===== src/rtl/fetch_pkg.sv =====
// Shared types and constants for the RV32I instruction fetch stage.
package fetch_pkg;

    localparam int XLEN = 32;
    localparam int ILEN = 32;
    localparam logic [XLEN-1:0] PC_STEP = XLEN'(4);

    typedef enum logic [1:0] {
        FETCH_IDLE = 2'd0,
        FETCH_WAIT = 2'd1,
        FETCH_DROP = 2'd2
    } fetch_state_e;

    typedef struct packed {
        logic [XLEN-1:0] pc;
        logic [ILEN-1:0] instr;
    } fetch_entry_t;

    function automatic logic [XLEN-1:0] align_word(input logic [XLEN-1:0] addr);
        return {addr[XLEN-1:2], 2'b00};
    endfunction

endpackage


===== src/rtl/fetch_fifo.sv =====
// Small synchronous FIFO holding fetched {pc, instr} entries; flush wins over push.
module fetch_fifo #(
    parameter int DEPTH = 2,
    parameter int WIDTH = 64,
    localparam int PTR_W = $clog2(DEPTH),
    localparam int CNT_W = PTR_W + 1
) (
    input  logic             clk,
    input  logic             rst,
    input  logic             push,
    input  logic [WIDTH-1:0] push_data,
    input  logic             pop,
    input  logic             flush,
    output logic [CNT_W-1:0] count,
    output logic             head_valid,
    output logic [WIDTH-1:0] head
);

    logic [WIDTH-1:0] mem_q [DEPTH];
    logic [PTR_W-1:0] wr_ptr_q;
    logic [PTR_W-1:0] rd_ptr_q;
    logic [CNT_W-1:0] count_q;
    logic             do_push;
    logic             do_pop;

    assign do_pop  = pop && (count_q != '0);
    assign do_push = push && ((count_q != CNT_W'(DEPTH)) || do_pop);

    // Pointers wrap naturally because DEPTH is a power of two.
    always_ff @(posedge clk) begin
        if (rst) begin
            wr_ptr_q <= '0;
            rd_ptr_q <= '0;
            count_q  <= '0;
            for (int i = 0; i < DEPTH; i++) begin
                mem_q[i] <= '0;
            end
        end else if (flush) begin
            wr_ptr_q <= '0;
            rd_ptr_q <= '0;
            count_q  <= '0;
        end else begin
            if (do_push) begin
                mem_q[wr_ptr_q] <= push_data;
                wr_ptr_q        <= wr_ptr_q + 1'b1;
            end
            if (do_pop) begin
                rd_ptr_q <= rd_ptr_q + 1'b1;
            end
            count_q <= count_q + CNT_W'(do_push) - CNT_W'(do_pop);
        end
    end

    assign count      = count_q;
    assign head_valid = (count_q != '0);
    assign head       = mem_q[rd_ptr_q];

endmodule


===== src/rtl/fetch_unit.sv =====
// Instruction fetch: owns the PC, issues single-outstanding word requests, queues
// returned instructions for decode and handles redirects by flushing.
//
//   state      | meaning
//   -----------+------------------------------------------------
//   FETCH_IDLE | nothing outstanding, may request
//   FETCH_WAIT | one response pending, data will be queued
//   FETCH_DROP | one response pending, data will be discarded
module fetch_unit
    import fetch_pkg::*;
#(
    parameter logic [XLEN-1:0] RESET_PC = 32'h0000_0000,
    parameter int              DEPTH    = 2
) (
    input  logic            clk_i,
    input  logic            rst_i,
    output logic            imem_req_o,
    output logic [XLEN-1:0] imem_addr_o,
    input  logic            imem_gnt_i,
    input  logic            imem_rvalid_i,
    input  logic [ILEN-1:0] imem_rdata_i,
    input  logic            redirect_i,
    input  logic [XLEN-1:0] redirect_pc_i,
    output logic            instr_valid_o,
    output logic [ILEN-1:0] instr_o,
    output logic [XLEN-1:0] instr_pc_o,
    input  logic            instr_ready_i
);

    localparam int CNT_W = $clog2(DEPTH) + 1;

    fetch_state_e    state_q;
    fetch_state_e    state_d;
    logic [XLEN-1:0] pc_q;
    logic [XLEN-1:0] req_pc_q;
    logic            grant;
    logic            push;
    logic            pop;
    logic [CNT_W-1:0] fifo_count;
    logic [CNT_W:0]  credit;
    fetch_entry_t    push_entry;
    fetch_entry_t    head_entry;

    always_ff @(posedge clk_i) begin
        if (rst_i) begin
            state_q <= FETCH_IDLE;
        end else begin
            state_q <= state_d;
        end
    end

    always_comb begin
        state_d = state_q;
        if (redirect_i) begin
            if (state_q != FETCH_IDLE) begin
                state_d = imem_rvalid_i ? FETCH_IDLE : FETCH_DROP;
            end
        end else begin
            case (state_q)
                FETCH_IDLE: if (grant) state_d = FETCH_WAIT;
                FETCH_WAIT: if (imem_rvalid_i) state_d = grant ? FETCH_WAIT : FETCH_IDLE;
                FETCH_DROP: if (imem_rvalid_i) state_d = FETCH_IDLE;
                default:    state_d = FETCH_IDLE;
            endcase
        end
    end

    // The in-flight request reserves a slot; a same-cycle pop does not free one.
    assign credit = {1'b0, fifo_count} + (CNT_W + 1)'(state_q == FETCH_WAIT);

    always_comb begin
        imem_req_o = 1'b0;
        push       = 1'b0;
        if (!rst_i && !redirect_i) begin
            if ((state_q == FETCH_IDLE || (state_q == FETCH_WAIT && imem_rvalid_i)) &&
                (credit < (CNT_W + 1)'(DEPTH))) begin
                imem_req_o = 1'b1;
            end
            push = (state_q == FETCH_WAIT) && imem_rvalid_i;
        end
    end

    assign grant       = imem_req_o && imem_gnt_i;
    assign imem_addr_o = pc_q;

    always_ff @(posedge clk_i) begin
        if (rst_i) begin
            pc_q     <= RESET_PC;
            req_pc_q <= '0;
        end else if (redirect_i) begin
            pc_q <= align_word(redirect_pc_i);
        end else if (grant) begin
            req_pc_q <= pc_q;
            pc_q     <= pc_q + PC_STEP;
        end
    end

    assign push_entry = '{pc: req_pc_q, instr: imem_rdata_i};
    assign pop        = instr_valid_o && instr_ready_i;

    fetch_fifo #(
        .DEPTH (DEPTH),
        .WIDTH ($bits(fetch_entry_t))
    ) u_fifo (
        .clk        (clk_i),
        .rst        (rst_i),
        .push       (push),
        .push_data  (push_entry),
        .pop        (pop),
        .flush      (redirect_i),
        .count      (fifo_count),
        .head_valid (instr_valid_o),
        .head       (head_entry)
    );

    assign instr_o    = head_entry.instr;
    assign instr_pc_o = head_entry.pc;

endmodule

===== config.mk =====
export PLATFORM = sky130hd
export DESIGN_NAME = fetch_unit
export DESIGN_NICKNAME = d
export VERILOG_FILES = /design/src/rtl/fetch_pkg.sv /design/src/rtl/fetch_fifo.sv /design/src/rtl/fetch_unit.sv
export SDC_FILE = /design/constraint.sdc
export NUM_CORES = 1
export LEC_CHECK = 0
export ABC_AREA = 1
export BUFFER_PORTS_ARGS = -buffer_cell sky130_fd_sc_hd__buf_4
export CORE_MARGIN = 1
export CORE_UTILIZATION = 50
export CTS_BUF_LIST = sky130_fd_sc_hd__clkbuf_8 sky130_fd_sc_hd__clkbuf_16
export DETAILED_ROUTE_END_ITERATION = 10
export MAX_ROUTING_LAYER = met4
export PLACE_DENSITY = 0.76
export SLEW_MARGIN = 10
export SYNTH_ARGS = -nofsm -noshare
export SYNTH_HDL_FRONTEND = slang
export SYNTH_SLANG_ARGS = --single-unit

===== constraint.sdc =====
create_clock -name clk_i -period 2.9 [get_ports clk_i]
set_input_delay 0.29 -clock clk_i [delete_from_list [all_inputs] [get_ports clk_i]]
set_output_delay 0.29 -clock clk_i [all_outputs]
set_load 0.02 [all_outputs]

Word level (Yosys, flattened, before mapping)
Memories as Yosys holds them, arrays and structs flattened. A register that Yosys moved wholly into a read port is not among the register bits.
Index checks and enable logic that the tools add are counted.
W data, S select, Z words.
{"block": "word_totals", "reg_bits": 70, "output_inout_bits": 98, "memories": 1, "ram_bits": 128, "elab_cells": 66, "input_bits": 70}
{"name": "u_fifo.mem_q", "words": 2, "word_bits": 64, "read_ports": 1, "rd_ports_with_merged_regs": 1, "write_ports": 2, "line": "fetch_fifo.sv:19", "text": "logic [WIDTH-1:0] mem_q [DEPTH];"}
{"block": "classes", "n_bitwise": 1, "mux": 24, "reduce_logical": 19, "n_eq_ne": 7, "add_sub_neg": 6, "order_cmp": 1}
{"op": "$mux W32", "count": 2}
{"op": "$mux W64", "count": 1}
{"op": "$reduce_or A64 Y1", "count": 1}
{"op": "$add A32 B3 Y32 const B", "count": 1}
{"op": "$mux W1", "count": 14}
{"op": "$mux W2", "count": 6}
{"op": "$ne A3 B3 Y1 const B", "count": 3}
{"op": "$logic_and A1 B1 Y1", "count": 7}
{"op": "$pmux W2 S3", "count": 1}
{"op": "$reduce_bool A2 Y1", "count": 3}
{"op": "$reduce_and A4 Y1", "count": 1}
{"op": "$add A2 B1 Y3", "count": 1}
{"op": "$lt A3 B2 Y1 const B", "count": 1}
{"op": "$add A1 B1 Y1 const B", "count": 2}
{"op": "$add A2 B1 Y2", "count": 1}
{"op": "$eq A2 B1 Y1 const B", "count": 1}
{"op": "$eq A2 B2 Y1 const B", "count": 1}
{"op": "$logic_not A1 Y1", "count": 2}
{"op": "$logic_not A2 Y1", "count": 1}
{"op": "$logic_or A1 B1 Y1", "count": 2}
{"op": "$ne A2 B1 Y1 const B", "count": 1}
{"op": "$ne A2 B2 Y1 const B", "count": 1}
{"op": "$reduce_and A2 Y1", "count": 1}
{"op": "$reduce_or A2 Y1", "count": 1}
{"op": "2 further kinds", "count": 2}

Logic depth before layout (Yosys ltp)
Gate-level depths: netlist of run 1.
{"block": "logic_depth", "word_depth": 11, "mapped_depth": 13, "depth_no_buf": 11}

Hierarchy
A second synthesis of run 1 with hierarchy kept.
{"block": "unflattened", "cells_unflattened": 1011, "area_unflattened_um2": 9275.1}
{"mod": "fetch_fifo", "area_each_um2": 5819.3, "cells_each": 449, "seq_area_each_um2": 3943.8, "n_inst": 1}
{"mod": "fetch_unit", "area_each_um2": 3455.8, "cells_each": 562, "seq_area_each_um2": 1241.2, "n_inst": 1}

Worst setup path after synthesis of run 1
OpenSTA, ideal clock, no wires.
{"block": "synth_timing", "path_kind": "flip-flop to flip-flop", "startpoint": "register state_q[0]", "endpoint": "memory u_fifo.mem_q[0][0], enable pin", "path_slack_ps": 34, "period_less_slack_ps": 2866, "setup_time_ps": 421, "t_arrival_ps": 2445, "stages_incl_launch_ff": 8, "t_required_ps": 2479, "n_path_buf": 1, "path_cell_list": "dfxtp_1 -> nand2_1 -> nor3_1 -> nand2_1 -> inv_1 -> nand2_1 -> buf_2 -> nand2_1"}
{"element": "start, declared", "line": "fetch_unit.sv:32", "text": "fetch_state_e state_q;"}
{"element": "start signal, assigned", "line": "fetch_unit.sv:48", "text": "state_q <= state_d;"}
{"element": "end, declared", "line": "fetch_fifo.sv:19"}

Worst setup path in the final report of run 1
{"block": "layout_timing", "startpoint": "register state_q[1]", "endpoint": "register pc_q[24] (netlist: imem_addr_o[24])"}
{"block": "layout_between", "elab_chain_len": 8, "elab_cells_between_ends": 11, "cone_classes": "add/sub (1); order compare (1); eq/ne (1); mux (2); reduce/logical (6)"}
{"element": "$eq A2 B1 Y1", "line": "fetch_unit.sv:69, fetch_unit.sv:75"}
{"element": "$add A2 B1 Y3 / $logic_and A1 B1 Y1 (equally long branches)", "line": "fetch_unit.sv:69, fetch_unit.sv:75"}
{"element": "$lt A3 B2 Y1 / $logic_or A1 B1 Y1 (equally long branches)", "line": "fetch_unit.sv:76, fetch_unit.sv:75"}
{"element": "$logic_and A1 B1 Y1 (*)", "line": "fetch_unit.sv:75", "text": "if ((state_q == FETCH_IDLE || (state_q == FETCH_WAIT && imem_rvalid_i)) &&"}
{"element": "$mux W1 (*)", "line": "fetch_unit.sv:75"}
{"element": "$mux W1 (*)", "line": "fetch_unit.sv:74", "text": "if (!rst_i && !redirect_i) begin"}
{"element": "$logic_and A1 B1 Y1 (*)", "line": "fetch_unit.sv:83", "text": "assign grant = imem_req_o && imem_gnt_i;"}
{"element": "$reduce_bool A2 Y1 (no line) (*)"}
{"element": "end signal, assigned", "line": "fetch_unit.sv:91", "text": "pc_q <= align_word(redirect_pc_i);"}
{"element": "end signal, assigned", "line": "fetch_unit.sv:94", "text": "pc_q <= pc_q + PC_STEP;"}
{"element": "end, declared", "line": "fetch_unit.sv:34", "text": "logic [XLEN-1:0] pc_q;"}
Mark *: on every way between the ends. The rest lies on a longest branch, timed or not.
A chain may end at the register's enable or synchronous reset.

==> metrics.md, run 1 <==
| Metric | Value |
|---|---|
| Starting Density | `51.9%` |
| Worst setup EP type | `flip-flop` |
| TritonCTS clock tree | `built` |
| Clk buf depth | `2` |
| Full die area | `approximately 18,000 um2` |
| Synth Register Bits | `191` |
| Leakage | `4.48 nW` |
| Largest net degree at the start of global routing | `64` |
| Routability Congestion | `approximately 0.91` |
| WHS Path Cells | `2` |
| Peak supply drop | `0.418 mV` |
| Ant. Diodes | `0` |
| Final non-filler cell total | `around 1.3k` |
| RSZ-0062 raised after global routing | `false` |
| DR vias | `between 6k and 7k` |
| Outcome | `finished, final reports clean` |
| Synth Cell Area | `between 8000 and 9000 um2` |
| Met2 WL | `about 8800 um` |
| Cts repair resizes | `0` |
| Max_slew headroom | `51.9%` |
| DRT met1 WL | `8440 um` |
| Number of H-tree levels | `4` |
| Top-area cell type share of the netlist area | `42.8%` |
| Worst min path class | `input pin to flip-flop` |
| Final wirelength | `18,900 um` |
| Critical Path Max Stage Delay | `0.46 ns` |
| Yosys cell types | `30` |
| HPWL Detailed | `between 10,000 and 15,000 um` |
| # rows | `47` |
| Placed cells | `approximately 1.3k` |
| Reg-to-reg startpoint | `state_q[1]$_SDFFE_PP0P_` |
| Setup-failing EPs final | `0` |
| Met3 WL post-DR | `about 1200 um` |
| Clock Tree Root | `clkbuf_16` |
| Post-cts hold buffer count | `0` |
| DP Area | `a little over 10,000 um2` |
| Cell count after synthesis | `approximately 930` |
| Tightest Pin Transition | `roughly 0.72 ns` |
| CTS buffer count | `17` |
| Req. time, crit path | `3.21 ns` |
| Cell chain of the critical path | `inv_1 > nand2_1 > nor2_1 > nor2_2 > nand3_2 > buf_4 > nand3_1 > nand2_1 > a21oi_1 > nor2_1` |
| Total track usage | `22.3%` |
| Worst path buffer plus inverter count | `2` |
| Crit-path slowest cell | `nand3_2` |
| Synth top area cells | `edfxtp_1, dfxtp_1, nor2_1, mux2_2, nand2_1` |
| Clk pin slew, worst setup/hold paths | `0.06 ns` |
| Iter 0 DRT Violations | `341` |
| Post-Route Setup TNS | `0 ns` |
| # IOs | `roughly 170` |
| CP startpoint kind | `flip-flop` |
| Worst skew pair latency | `0.43 ns` |
| Tmin final | `just over 2 ns` |
| Post-route antenna net violation count | `0` |
| Die Y | `between 100 and 150 um` |
| P per Cell Area | `~550 nW/um2` |
| Cell depth of the worst flop-to-flop path | `10` |
| Post-route cell area | `roughly 11,000 um2` |
| # DRC | `0` |
| Sequential cell area | `between 5000 and 6000 um2` |
| First-pass GRT wire length | `30,200 um` |
| Layout Skew | `a little over 0.01 ns` |
| Synth warn | `0` |
| Share of the core filled with cells | `63.6%` |
| Final Hold Viols | `0` |
| Fin crit share | `a little over two thirds` |
| Area delta synth->final | `22.5%` |
| Maxcap violations | `0` |
| Mean cell area of the mapped netlist | `~9.4 um2` |
| Layout cells sized above 1 | `25.2%` |
| Synth area leader | `edfxtp_1` |
| Hold Crit Start | `imem_rvalid_i` |
| Area used by multi-input combinational logic | `roughly 3000 um2` |
| FMAX | `489 MHz` |
| CP max FO | `33` |
| Fill cell count | `between 1k and 1.5k` |
| WP data arrival | `between 2 and 2.5 ns` |
| CTS Sinks | `between 150 and 200` |
| DRT Pass-1 Iters | `4` |
| Initial antenna violation count | `0` |
| Die X-Extent | `134 um` |
| Core Box Area | `between 15,000 and 20,000 um2` |
| Fin. max-slew vios | `0` |
| Worst r2r dst | `imem_addr_o[24]$_SDFFE_PP0P_` |
| Post-DR wirelength/cell | `about 14 um` |
| FF-to-FF setup slack | `about 0.85 ns` |
| Hold path endpoint | `state_q[1]$_SDFFE_PP0P_` |
| Fin nets | `approximately 1.1k` |
| Routed vias/inst | `between 5 and 6` |
| Setup Crit Path Kind | `flip-flop to flip-flop` |
| Vias in the first global route | `slightly above 6k` |
| Gr ovfl total | `0` |
| Seq/Total Area, Yosys | `about three fifths` |
| Top sig layer | `met4` |
| PortBufs | `roughly 160` |
| Delay-heaviest family, CP | `simple AND/OR/NAND/NOR gates` |
| Postcts setup bufs | `0` |
cell type report:
class / instances / share of cell area (%)
Clock buffer: 22 / 4.85
Clock inverter: 10 / 0.575
Inverter: 110 / 3.90
Multi-Input combinational cell: 587 / 28.3
Sequential cell: 191 / 47.5
Tap cell: 220 / 2.58
Timing Repair Buffer: 169 / 12.3
kinds of logic after synthesis:
group,synth area share (%)
flip-flops,58.2
multiplexers,8.03
AND/OR/NAND/NOR,18.8
other,0.0431
adder cells (fa/ha/maj),0.432
XOR/XNOR,1.21
buffers and inverters,7.32
AO/OA/AOI/OAI,5.91
how the worst max path moves through the flow:
stage,startpoint,endpoint,depth (start not counted),slack [ns]
after detailed placement,redirect_i,imem_addr_o[24]$_SDFFE_PP0P_,10,0.56
after floorplan,state_q[0]$_SDFFE_PP0P_,u_fifo.mem_q[0][0]$_SDFFCE_PN0P_,7,0.03
after global routing,state_q[1]$_SDFFE_PP0P_,imem_addr_o[23]$_SDFFE_PP0P_,10,0.60
final,state_q[1]$_SDFFE_PP0P_,imem_addr_o[24]$_SDFFE_PP0P_,10,0.85
after global placement,redirect_i,imem_addr_o[5]$_SDFFE_PP0P_,9,0.60
after CTS,state_q[1]$_SDFFE_PP0P_,imem_addr_o[24]$_SDFFE_PP0P_,10,0.86
Yosys cell counts (all sizes together):
library cell,count
edfxtp,124
mux2,62
nor3,2
or2,1
nand2,171
buf,13
clkbuf,31
nand4,5
o21bai,1
xnor2,5
dfxtp,67
conb,1
o21ai,41
xor2,7
a2111oi,1
a21oi,51
inv,110
a31oi,6
nand3b,7
nor2,190
nand3,30
ha,3
worst reg2reg max path, cell delays in order (launching register included):
cell and delay (ns):
dfxtp_1 0.36, inv_1 0.06, nand2_1 0.08, nor2_1 0.05, nor2_2 0.10, nand3_2 0.46
buf_4 0.45, nand3_1 0.12, nand2_1 0.06, a21oi_1 0.14, nor2_1 0.05
state kept, by name, summed over array words and instances, names as in the netlist, named ones only:
signal and cells:
u_fifo.count 2, u_fifo.wr_ptr_q 1, u_fifo.mem_q 124, state_q 2, u_fifo.rd_ptr_q 1, req_pc_q 30, imem_addr_o 30
stage by stage:
stage	worst slack, ns	total power [W]	hold slack [ns]
after floorplan	0.0337	0.00341	0.359
after global placement	0.598	0.00364	0.441
after detailed placement	0.562	0.00365	0.447
after CTS	0.858	0.00585	0.0362
after global routing	0.602	0.00602	0.0380
final	0.855	0.00581	0.0456
power by group:
| group | internal (W) | switching (W) |
|---|---|---|
| logic | 0.000220 | 0.000305 |
| registers | 0.00299 | 0.0000689 |
| clock network | 0.00126 | 0.000967 |
cell usage in the layout, fill, tap and decap left out, types with 2 or more instances in the layout:
| master | count |
|---|---|
| nand4_1 | 5 |
| nand3b_1 | 7 |
| clkbuf_16 | 19 |
| o21ai_0 | 41 |
| a31oi_1 | 6 |
| conb_1 | 4 |
| nand3_2 | 2 |
| dfxtp_1 | 66 |
| buf_12 | 3 |
| xnor2_1 | 5 |
| clkbuf_8 | 3 |
| nor3_1 | 2 |
| nand2_1 | 167 |
| inv_4 | 2 |
| mux2_2 | 62 |
| inv_1 | 110 |
| ha_1 | 3 |
| nor2_2 | 3 |
| edfxtp_1 | 124 |
| nand3_1 | 28 |
| xor2_1 | 7 |
| buf_4 | 166 |
| nand2_2 | 3 |
| a21oi_1 | 51 |
| inv_2 | 2 |
| clkinvlp_4 | 4 |
| nor2_1 | 187 |
routing by layer:
layer | vias up | track usage, %
met5 | - | -
met4 | 0 | 8.40
met3 | 31 | 3.63
met2 | 219 | 34.6
met1 | 3015 | 29.6
li1 | 3306 | -
Note: power is estimated with default switching activity, not from simulation.
==> run 2: changes to the inputs <==
--- a/config.mk
+++ b/config.mk
@@ -8,11 +8,11 @@
 export ABC_AREA = 1
 export BUFFER_PORTS_ARGS = -buffer_cell sky130_fd_sc_hd__buf_4
 export CORE_MARGIN = 1
-export CORE_UTILIZATION = 50
+export CORE_UTILIZATION = 55
 export CTS_BUF_LIST = sky130_fd_sc_hd__clkbuf_8 sky130_fd_sc_hd__clkbuf_16
 export DETAILED_ROUTE_END_ITERATION = 10
 export MAX_ROUTING_LAYER = met4
-export PLACE_DENSITY = 0.76
+export PLACE_DENSITY = 0.79
 export SLEW_MARGIN = 10
 export SYNTH_ARGS = -nofsm -noshare
 export SYNTH_HDL_FRONTEND = slang
==> constraint.sdc (replaced) <==
create_clock -name clk_i -period 2.1 [get_ports clk_i]
set_input_delay 0.21 -clock clk_i [delete_from_list [all_inputs] [get_ports clk_i]]
set_output_delay 0.21 -clock clk_i [all_outputs]
set_load 0.02 [all_outputs]
==> run 2 against run 1 <==
Worst setup slack worse by 0.66 ns. Sequential power is 38% higher. Via count is 2.5% higher. Clock power is 48% higher. Sequential share of layout area is 0.62 points lower. Global-route usage is 2.0 points higher. Final cell count is 0.31% higher. Clock-buffer cell count is 5 lower. Combinational power is 42% higher. Final area is 1.3% higher. Die area is 9.0% lower. Wire length is 0.41% lower. Largest cell class unchanged. Largest power group unchanged.
==> metrics.md, run 2 (synthesis results as in run 1) <==
| Metric | Value |
|---|---|
| Sequential cell area | `5070 um2 (unchanged)` |
| Fin crit share | `between 90% and 100%` |
| Clk pwr share | `39.9% (+1.6 points)` |
| Clk buf depth | `2 (unchanged)` |
| Fill cell count | `1,191 (-13%)` |
| Number of H-tree levels | `4 (unchanged)` |
| Area delta synth->final | `24.1%` |
| RSZ-0062 raised after global routing | `false` |
| Post-route cell area | `10,800 um2 (+1.3%)` |
| CTS Sinks | `191 (unchanged)` |
| Leading cell type in the layout, fill and taps excluded | `nor2_1` |
| Internal power | `0.00634 W (+42%)` |
| Setup Crit Path Kind | `input pin to flip-flop` |
| Fin. max-slew vios | `0 (unchanged)` |
| Setup-failing EPs final | `0 (unchanged)` |
| P per Cell Area | `766 nW/um2 (+40%)` |
| Starting Density | `56.8% (+4.9 points)` |
| Gr ovfl total | `0 (unchanged)` |
| # DRC | `0 (unchanged)` |
| Req. time, crit path | `2.42 ns (-0.79 ns)` |
| Worst skew pair latency | `0.43 ns (about the same)` |
| Ant. Diodes | `0 (unchanged)` |
| Sequential share of power | `51.1% (-1.6 points)` |
| Most frequent cells in the layout | `nor2_1, buf_4, nand2_1` |
| First-pass GRT wire length | `29,900 um (-1.0%)` |
| # rows | `45 (-4.3%)` |
| CTS buffer count | `17 (unchanged)` |
| DRT Pass-1 Iters | `5 (+1)` |
| Reg with most FFs | `u_fifo.mem_q` |
| Switching portion of total power | `23.4% (+0.31 points)` |
| Post-DR wirelength/cell | `14.3 um (-0.71%)` |
| Outcome | `finished, final reports clean` |
| PnR Total Power | `0.00828 W (+42%)` |
| Full die area | `16,300 um2 (-9.0%)` |
| Layout cells sized above 1 | `26.1% (+0.97 points)` |
| Routability Congestion | `0.921 (+1.0%)` |
| Worst setup EP type | `flip-flop` |
| Iter 0 DRT Violations | `464 (+36%)` |
| Layout Skew | `0.00595 ns (-0.00411 ns)` |
| Worst min path class | `input pin to flip-flop` |
| Initial antenna violation count | `0 (unchanged)` |
| TritonCTS clock tree | `built` |
| PortBufs | `161 (unchanged)` |
| Area used by multi-input combinational logic | `3030 um2 (+0.33%)` |
| Tmin final | `roughly 1.9 ns` |
| # IOs | `168 (unchanged)` |
| Core Box Area | `15,300 um2 (-8.6%)` |
| Post-route antenna net violation count | `0 (unchanged)` |
| Die X-Extent | `128 um (-4.6%)` |
| Comb power frac | `9.0% (about the same)` |
| Maxcap violations | `0 (unchanged)` |
| Share of the core filled with cells | `70.5% (+6.9 points)` |
| Sw Pwr | `0.00193 W (+44%)` |
| Total track usage | `24.3% (+2.0 points)` |
| CP startpoint kind | `input pin` |
| DP Area | `10,200 um2 (+1.0%)` |
| Fin nets | `1,162 (+1.1%)` |
| Final wirelength | `18,800 um (-0.41%)` |
| Leakage | `4.54 nW (+1.5%)` |
| Vias in the first global route | `6,312 (+2.1%)` |
| HPWL Detailed | `12,600 um (+1.0%)` |
| CP max FO | `26 (-21%)` |
| Largest register FFs | `124 (unchanged)` |
| DR vias | `6,735 (+2.5%)` |
| Routed vias/inst | `5.13 (+2.2%)` |
| Clock Tree Root | `clkbuf_16` |
| Die Y | `128 um (-4.6%)` |
| Largest net degree at the start of global routing | `63 (-1.6%)` |
| Post-Route Setup TNS | `0 ns (unchanged)` |
| Final Hold Viols | `0 (unchanged)` |
| FMAX | `approximately 520 MHz` |
| Peak supply drop | `0.560 mV (+34%)` |
| Clk pin slew, worst setup/hold paths | `0.07 ns (about the same)` |
| WP data arrival | `2.23 ns (-0.13 ns)` |
-- run 2: metal layers --
metal,wire length (um),share of wire (%),track usage (%),vias to the layer above
li1,-,-,-,3339
met1,8230,44,31.6,3101
met2,8800,47,38.5,265
met3,1430,7.6,3.80,30
met4,348,1.8,9.69,0
met5,0,0,-,-
-- run 2: power groups by stage --
| stage | registers [W] | clock network [W] | logic [W] |
|---|---|---|---|
| after floorplan | 0.00432 | 0 | 0.000387 |
| after global placement | 0.00430 | 0 | 0.000731 |
| after global routing | 0.00425 | 0.00349 | 0.000816 |
| final | 0.00423 | 0.00330 | 0.000745 |
| after CTS | 0.00423 | 0.00332 | 0.000749 |
| after detailed placement | 0.00431 | 0 | 0.000741 |
-- run 2: final timing paths --
path | startpoint | end | slack [ns] | depth (start not counted)
setup / recovery | imem_rvalid_i | imem_addr_o[5]$_SDFFE_PP0P_ | 0.19 | 9
hold / removal | redirect_pc_i[6] | imem_addr_o[6]$_SDFFE_PP0P_ | 0.06 | 3
setup reg to reg | state_q[1]$_SDFFE_PP0P_ | imem_addr_o[5]$_SDFFE_PP0P_ | 0.25 | 9
hold reg to reg | u_fifo.rd_ptr_q$_SDFFE_PP0N_ | flip-flop | 0.45 | 1
-- run 2: critical path: stages --
cell	delay, ns
dlygate4sd3_1	0.53
buf_4	0.11
inv_1	0.05
a21oi_1	0.22
nand3_2	0.38
inv_4	0.40
nand3_1	0.12
a21oi_1	0.16
nor2_1	0.05
-- run 2: layout make-up --
| type | count | area share [%] |
|---|---|---|
| flip-flops and latches | 191 | 46.9 |
| multi-input cells | 587 | 28.0 |
| repair buffers | 182 | 13.1 |
| clock buffers | 17 | 3.94 |
| inverters | 110 | 3.85 |
| well taps | 211 | 2.44 |
| clock inverters | 15 | 1.68 |
-- run 2: stage by stage --
stage          hold WS [ns]  setup slack, ns  instances
2_1_floorplan         0.279            0.160        932
3_3_place_gp          0.409            0.204       1280
3_5_place_dp          0.407            0.182       1280
4_1_cts              0.0498            0.200       1313
5_1_grt              0.0701           0.0414       1313
6_report             0.0589            0.191       1313
-- run 2: repair_timing --
action	CTS	global route
hold buffers	1	0
buffers inserted	0	0
gates resized for setup	0	0
hold endpoints to repair	1	0
